[config.mk]
export PLATFORM = sky130hd
export DESIGN_NAME = trng_byte_tx
export DESIGN_NICKNAME = d
export VERILOG_FILES = /design/src/rtl/trng_pkg.sv /design/src/rtl/trng_sync2.sv /design/src/rtl/trng_byte_tx.sv
export SDC_FILE = /design/constraint.sdc
export NUM_CORES = 1
export LEC_CHECK = 0
export ABC_AREA = 1
export CAP_MARGIN = 20
export CORE_MARGIN = 1.5
export CORE_UTILIZATION = 55
export DETAILED_ROUTE_END_ITERATION = 10
export GPL_TIMING_DRIVEN = 0
export PLACE_DENSITY = 0.76
export SLEW_MARGIN = 0
export SYNTH_ARGS = -nofsm -noshare
export SYNTH_HDL_FRONTEND = slang
export SYNTH_SLANG_ARGS = --single-unit
[constraint.sdc]
create_clock -name clk -period 3.6 [get_ports clk]
set_clock_uncertainty 0.2 [all_clocks]
set_input_delay 0.72 -clock clk [delete_from_list [all_inputs] [get_ports clk]]
set_output_delay 0.72 -clock clk [all_outputs]
set_load 0.005 [all_outputs]
[src/rtl/trng_pkg.sv]
// Shared types and constants for the TRNG tile transmit path.
package trng_pkg;

    localparam int unsigned BYTE_W         = 8;
    localparam int unsigned FIFO_DEPTH_DEF = 4;
    localparam int unsigned DROP_W_DEF     = 8;

    typedef enum logic [1:0] {
        IDLE,
        REQ,
        ACK_LOW
    } hs_state_t;

endpackage

[src/rtl/trng_sync2.sv]
// Two-flop synchronizer for asynchronous single-bit inputs.
module trng_sync2 (
    input  logic clk,
    input  logic rst,
    input  logic d,
    output logic q
);

    logic s1_q;
    logic s2_q;

    always_ff @(posedge clk) begin
        if (rst) begin
            s1_q <= 1'b0;
            s2_q <= 1'b0;
        end else begin
            s1_q <= d;
            s2_q <= s1_q;
        end
    end

    assign q = s2_q;

endmodule

[src/rtl/trng_byte_tx.sv]
// Von Neumann debiasing sampler, byte packer, byte FIFO and 4-phase
// req/ack handshake toward the external host.
module trng_byte_tx
    import trng_pkg::*;
#(
    parameter int unsigned FIFO_DEPTH = FIFO_DEPTH_DEF,
    parameter int unsigned DROP_W     = DROP_W_DEF
) (
    input  logic                          clk,
    input  logic                          rst,
    input  logic                          en,
    input  logic                          raw_bit,
    input  logic                          sample_tick,
    input  logic                          host_ack,
    output logic [BYTE_W-1:0]             data_out,
    output logic                          data_req,
    output logic [$clog2(FIFO_DEPTH):0]   fifo_level,
    output logic [DROP_W-1:0]             drop_cnt
);

    localparam int unsigned AW = $clog2(FIFO_DEPTH);
    localparam logic [AW:0] FULL_LVL = (AW+1)'(FIFO_DEPTH);

    logic raw_s;
    logic ack_s;

    logic phase_q, phase_d;
    logic first_q, first_d;
    logic [BYTE_W-2:0] shreg_q, shreg_d;
    logic [2:0] bcnt_q, bcnt_d;
    logic emit;
    logic dbit;

    logic [AW:0] wptr_q, wptr_d;
    logic [AW:0] rptr_q, rptr_d;
    logic [AW:0] level;
    logic [BYTE_W-1:0] mem_q [FIFO_DEPTH];
    logic [BYTE_W-1:0] push_byte;
    logic push_req, push, pop;
    logic [DROP_W-1:0] drop_q, drop_d;

    hs_state_t         state_q;
    logic [BYTE_W-1:0] data_out_q;
    logic              data_req_q;

    trng_sync2 u_sync_raw (.clk(clk), .rst(rst), .d(raw_bit),  .q(raw_s));
    trng_sync2 u_sync_ack (.clk(clk), .rst(rst), .d(host_ack), .q(ack_s));

    always_comb begin
        phase_d = phase_q;
        first_d = first_q;
        emit    = 1'b0;
        dbit    = first_q;
        if (!en) begin
            phase_d = 1'b0;
        end else if (sample_tick) begin
            if (!phase_q) begin
                first_d = raw_s;
                phase_d = 1'b1;
            end else begin
                phase_d = 1'b0;
                emit    = (first_q != raw_s);
            end
        end

        shreg_d   = shreg_q;
        bcnt_d    = bcnt_q;
        push_req  = 1'b0;
        push_byte = {shreg_q, dbit};
        if (emit) begin
            shreg_d  = {shreg_q[BYTE_W-3:0], dbit};
            bcnt_d   = bcnt_q + 3'd1;
            push_req = (bcnt_q == 3'd7);
        end
    end

    // A pop on the same edge frees a slot, so a full FIFO still accepts the push.
    always_comb begin
        level  = wptr_q - rptr_q;
        pop    = (state_q == IDLE) && (level != '0) && !ack_s;
        push   = push_req && (pop || (level != FULL_LVL));
        wptr_d = wptr_q + (AW+1)'(push);
        rptr_d = rptr_q + (AW+1)'(pop);
        drop_d = drop_q;
        if (push_req && !push && (drop_q != '1)) begin
            drop_d = drop_q + DROP_W'(1);
        end
    end

    always_ff @(posedge clk) begin
        if (rst) begin
            phase_q <= 1'b0;
            first_q <= 1'b0;
            shreg_q <= '0;
            bcnt_q  <= '0;
            wptr_q  <= '0;
            rptr_q  <= '0;
            drop_q  <= '0;
        end else begin
            phase_q <= phase_d;
            first_q <= first_d;
            shreg_q <= shreg_d;
            bcnt_q  <= bcnt_d;
            wptr_q  <= wptr_d;
            rptr_q  <= rptr_d;
            drop_q  <= drop_d;
        end
    end

    always_ff @(posedge clk) begin
        if (!rst && push) begin
            mem_q[wptr_q[AW-1:0]] <= push_byte;
        end
    end

    always_ff @(posedge clk) begin
        if (rst) begin
            state_q    <= IDLE;
            data_out_q <= '0;
            data_req_q <= 1'b0;
        end else begin
            case (state_q)
                IDLE: begin
                    if (pop) begin
                        data_out_q <= mem_q[rptr_q[AW-1:0]];
                        data_req_q <= 1'b1;
                        state_q    <= REQ;
                    end
                end
                REQ: begin
                    if (ack_s) begin
                        data_req_q <= 1'b0;
                        state_q    <= ACK_LOW;
                    end
                end
                ACK_LOW: begin
                    if (!ack_s) begin
                        state_q <= IDLE;
                    end
                end
                default: state_q <= IDLE;
            endcase
        end
    end

    assign data_out   = data_out_q;
    assign data_req   = data_req_q;
    assign fifo_level = level;
    assign drop_cnt   = drop_q;

endmodule

==> impl_metrics.ini, run 1 <==
[status]
status = complete, no violations

[clocking]
cts_made_buffers = 9
cts_setup_buffers = 0
path_clk_slew_ns = 0.08
ctsResizeCount = 0
htree_levels = 3
clock-sinks = 73
cts_buffer_depth = 2
ctsRootBufferMaster = clkbuf_8
clk_latency_ns = 0.34
cts_tree = yes
hold_buffers = 0

[finish]
num-fill-cells = 394
multiInputGateArea_um2 = 1110
instances_no_fill = 438
layout-drive-gt1-share = 0.111
layout.nets = 378
antenna_cells = 0
utilization = 0.699
areaGrowthSynthToFinish_pct = 19.6
regArea_um2 = 1780

[yosys]
synthTopCellsByCount = nor2_1 (68), dfxtp_1 (41), edfxtp_1 (32), nand2_1 (32), inv_1 (30)
syn-cell-area_um2 = 3060
ys_seq_area_frac = 0.582
syn_area_per_cell_um2 = 9.48
synthArstFlopShare = 0
synthFlopType = dfxtp_1
ys_ff_latch = 73
syn_nets = 338
synth_top_area_share = 0.314
synthTopCellsByArea = edfxtp_1 (31%), dfxtp_1 (27%), nor2_1 (8.3%), o21ai_0 (4.6%), nand2_1 (3.9%)
synth_edf_count = 32
synthCells = 323
yosysUniqueCellTypes = 30
ys_warn_count = 0
yosys.cell_count.top_type = nor2_1
yosys.area.top_type = edfxtp_1

[setup_path]
worstSetupPathType = register to output pin
cp.required_ns = 2.68
critPathMaxFanout = 4
crit_path_start_kind = register
path_common_cell = inv_1
cpPeakStageDelay_ns = 0.43
cp-end-kind = output pin
path_cells = inv_1, ha_1, fa_1, inv_1, nand3_2, nand2_4, inv_1, clkdlybuf4s50_1
cp.arrival_ns = 2.22
cp_slowest_cell = clkdlybuf4s50_1

[sta]
slew_headroom = 0.481
fmax_mhz = 319
final.period_utilization = 0.871
setup_viol = 0
worstMarginPinSlew_ns = 0.773
fin_crit_ns = 3.14
drv_slew = 0
finalHoldViolCount = 0
grt_setup_unrepaired = no
setup_tns_ns = 0

[pwr]
intPower_mw = 1.60
combPwrFrac = 0.253
leakage_nw = 1.50
irDropWorstVdd_mv = 0.278
seqPwrFrac = 0.420
power_density_nw_per_um2 = 620
p_clk_frac = 0.327
p_sw_mw = 0.675
p_sw_frac = 0.297

[drt]
viasPerCell = 5.15
vias = 2254
routed_wl_um = 5600
drt_iter0_drc = 145
drc = 0
avgRoutedWirePerCell_um = 12.8
ant_nets = 0
drt_pre_antenna_iters = 4

[placed_design]
place_hpwl_um = 3880
gp_congestion = 0.832
numPortBuffers = 25
dp.cells = 422

[flow_run]
max-cap-violations = 0

[floorplan]
die_h_um = 77.6
dieArea_um2 = 6030
die_width_um = 77.6
core_um2 = 5240
io_pins = 26
start_util = 0.585
rows = 26

[grt]
grt_pass1_wl_um = 9570
grt_max_degree = 14
grt_pass1_vias = 2084
antenna_found_initial = 0
grt_usage = 0.209
grt_overflow = 0

[min_path]
hold_path_class = register to register
-- placed cells by master (no fill, tap or decap), drive strengths merged, types with 12 or more instances in the layout --
cell type,n
nor2,72
dfxtp,41
o21ai,41
nand2,35
inv,35
edfxtp,32
clkdlybuf4s50,25
a21oi,15
clkbuf,14
nand3,12
-- area by class of cell --
class	count	share of cell area
plain buffers	9	0.0116
clock buffers	11	0.0417
clock inverters	5	0.0232
inverters	34	0.0348
multi-input cells	207	0.303
flip-flops and latches	73	0.486
well taps	70	0.0239
repair buffers	29	0.0751
-- cells by family after synthesis --
kind of cell    after synthesis  synth area share
compound gates               59             0.100
flops                        73             0.582
fa+ha+maj                     9            0.0392
simple gates                133             0.206
buf+inv                      43            0.0556
xor+xnor                      6            0.0172
-- power groups by stage --
stage / sequential, mW / combinational (mW) / clock (mW)
global placement: 0.972 / 0.562 / 0
floorplan: 0.969 / 0.371 / 0
detailed placement: 0.974 / 0.575 / 0
CTS: 0.955 / 0.582 / 0.753
global route: 0.961 / 0.669 / 0.785
finish: 0.954 / 0.575 / 0.744
-- through the flow --
step                      setup WS (ns)  area [µm²]  hold WS, ns  power, mW
final                             0.464        3660        0.203       2.27
after global routing              0.297        3660        0.231       2.41
after floorplan                   0.908        3060        0.188       1.34
after CTS                         0.444        3660        0.209       2.29
after detailed placement          0.272        3430        0.196       1.55
after global placement            0.114        3400        0.193       1.53
-- worst paths after layout --
kind / end / startpoint / depth (start not counted) / slack (ns)
hold reg to reg: u_sync_ack.q / u_sync_ack.s1_q / 2 / 0.20
hold / removal: u_sync_ack.q / u_sync_ack.s1_q / 2 / 0.20
setup reg to reg: mem_q[1][4] / wptr_q[0] / 9 / 0.58
setup / recovery: fifo_level[2] / wptr_q[0] / 8 / 0.46
-- flip-flops by register name, indices dropped and copies added, names as in the netlist --
| signal | count |
|---|---|
| mem_q | 32 |
| shreg_q | 7 |
| wptr_q | 3 |
| drop_cnt | 8 |
| u_sync_raw.q | 1 |
| data_req | 1 |
| u_sync_raw.s1_q | 1 |
| dbit | 1 |
| rptr_q | 3 |
| state_q | 2 |
| u_sync_ack.s1_q | 1 |
| u_sync_ack.q | 1 |
| bcnt_q | 3 |
| phase_q | 1 |
| data_out | 8 |
-- layer usage --
| metal | GRT usage | vias to the layer above | share of wire |
|---|---|---|---|
| met3 | 0.0412 | 11 | 0.041 |
| met2 | 0.353 | 47 | 0.50 |
| met4 | 0.111 | 0 | 0.018 |
| li1 | - | 1160 | - |
| met5 | 0 | - | 0 |
| met1 | 0.252 | 1036 | 0.44 |
-- critical path: cells and delay by family, from the launching register on --
| family | cells | cell delay (ns) |
|---|---|---|
| simple gates | 2 | 0.19 |
| buf+inv | 4 | 0.67 |
| flops | 1 | 0.39 |
| fa+ha+maj | 2 | 0.62 |
(Power assumes the default switching activity.)
==> run 2, diff against run 1 <==
- SKIP_LAST_GASP: not set -> 1
==> results of run 2 <==
Same layout as run 1: the final DEF is identical, and so are final timing and power.
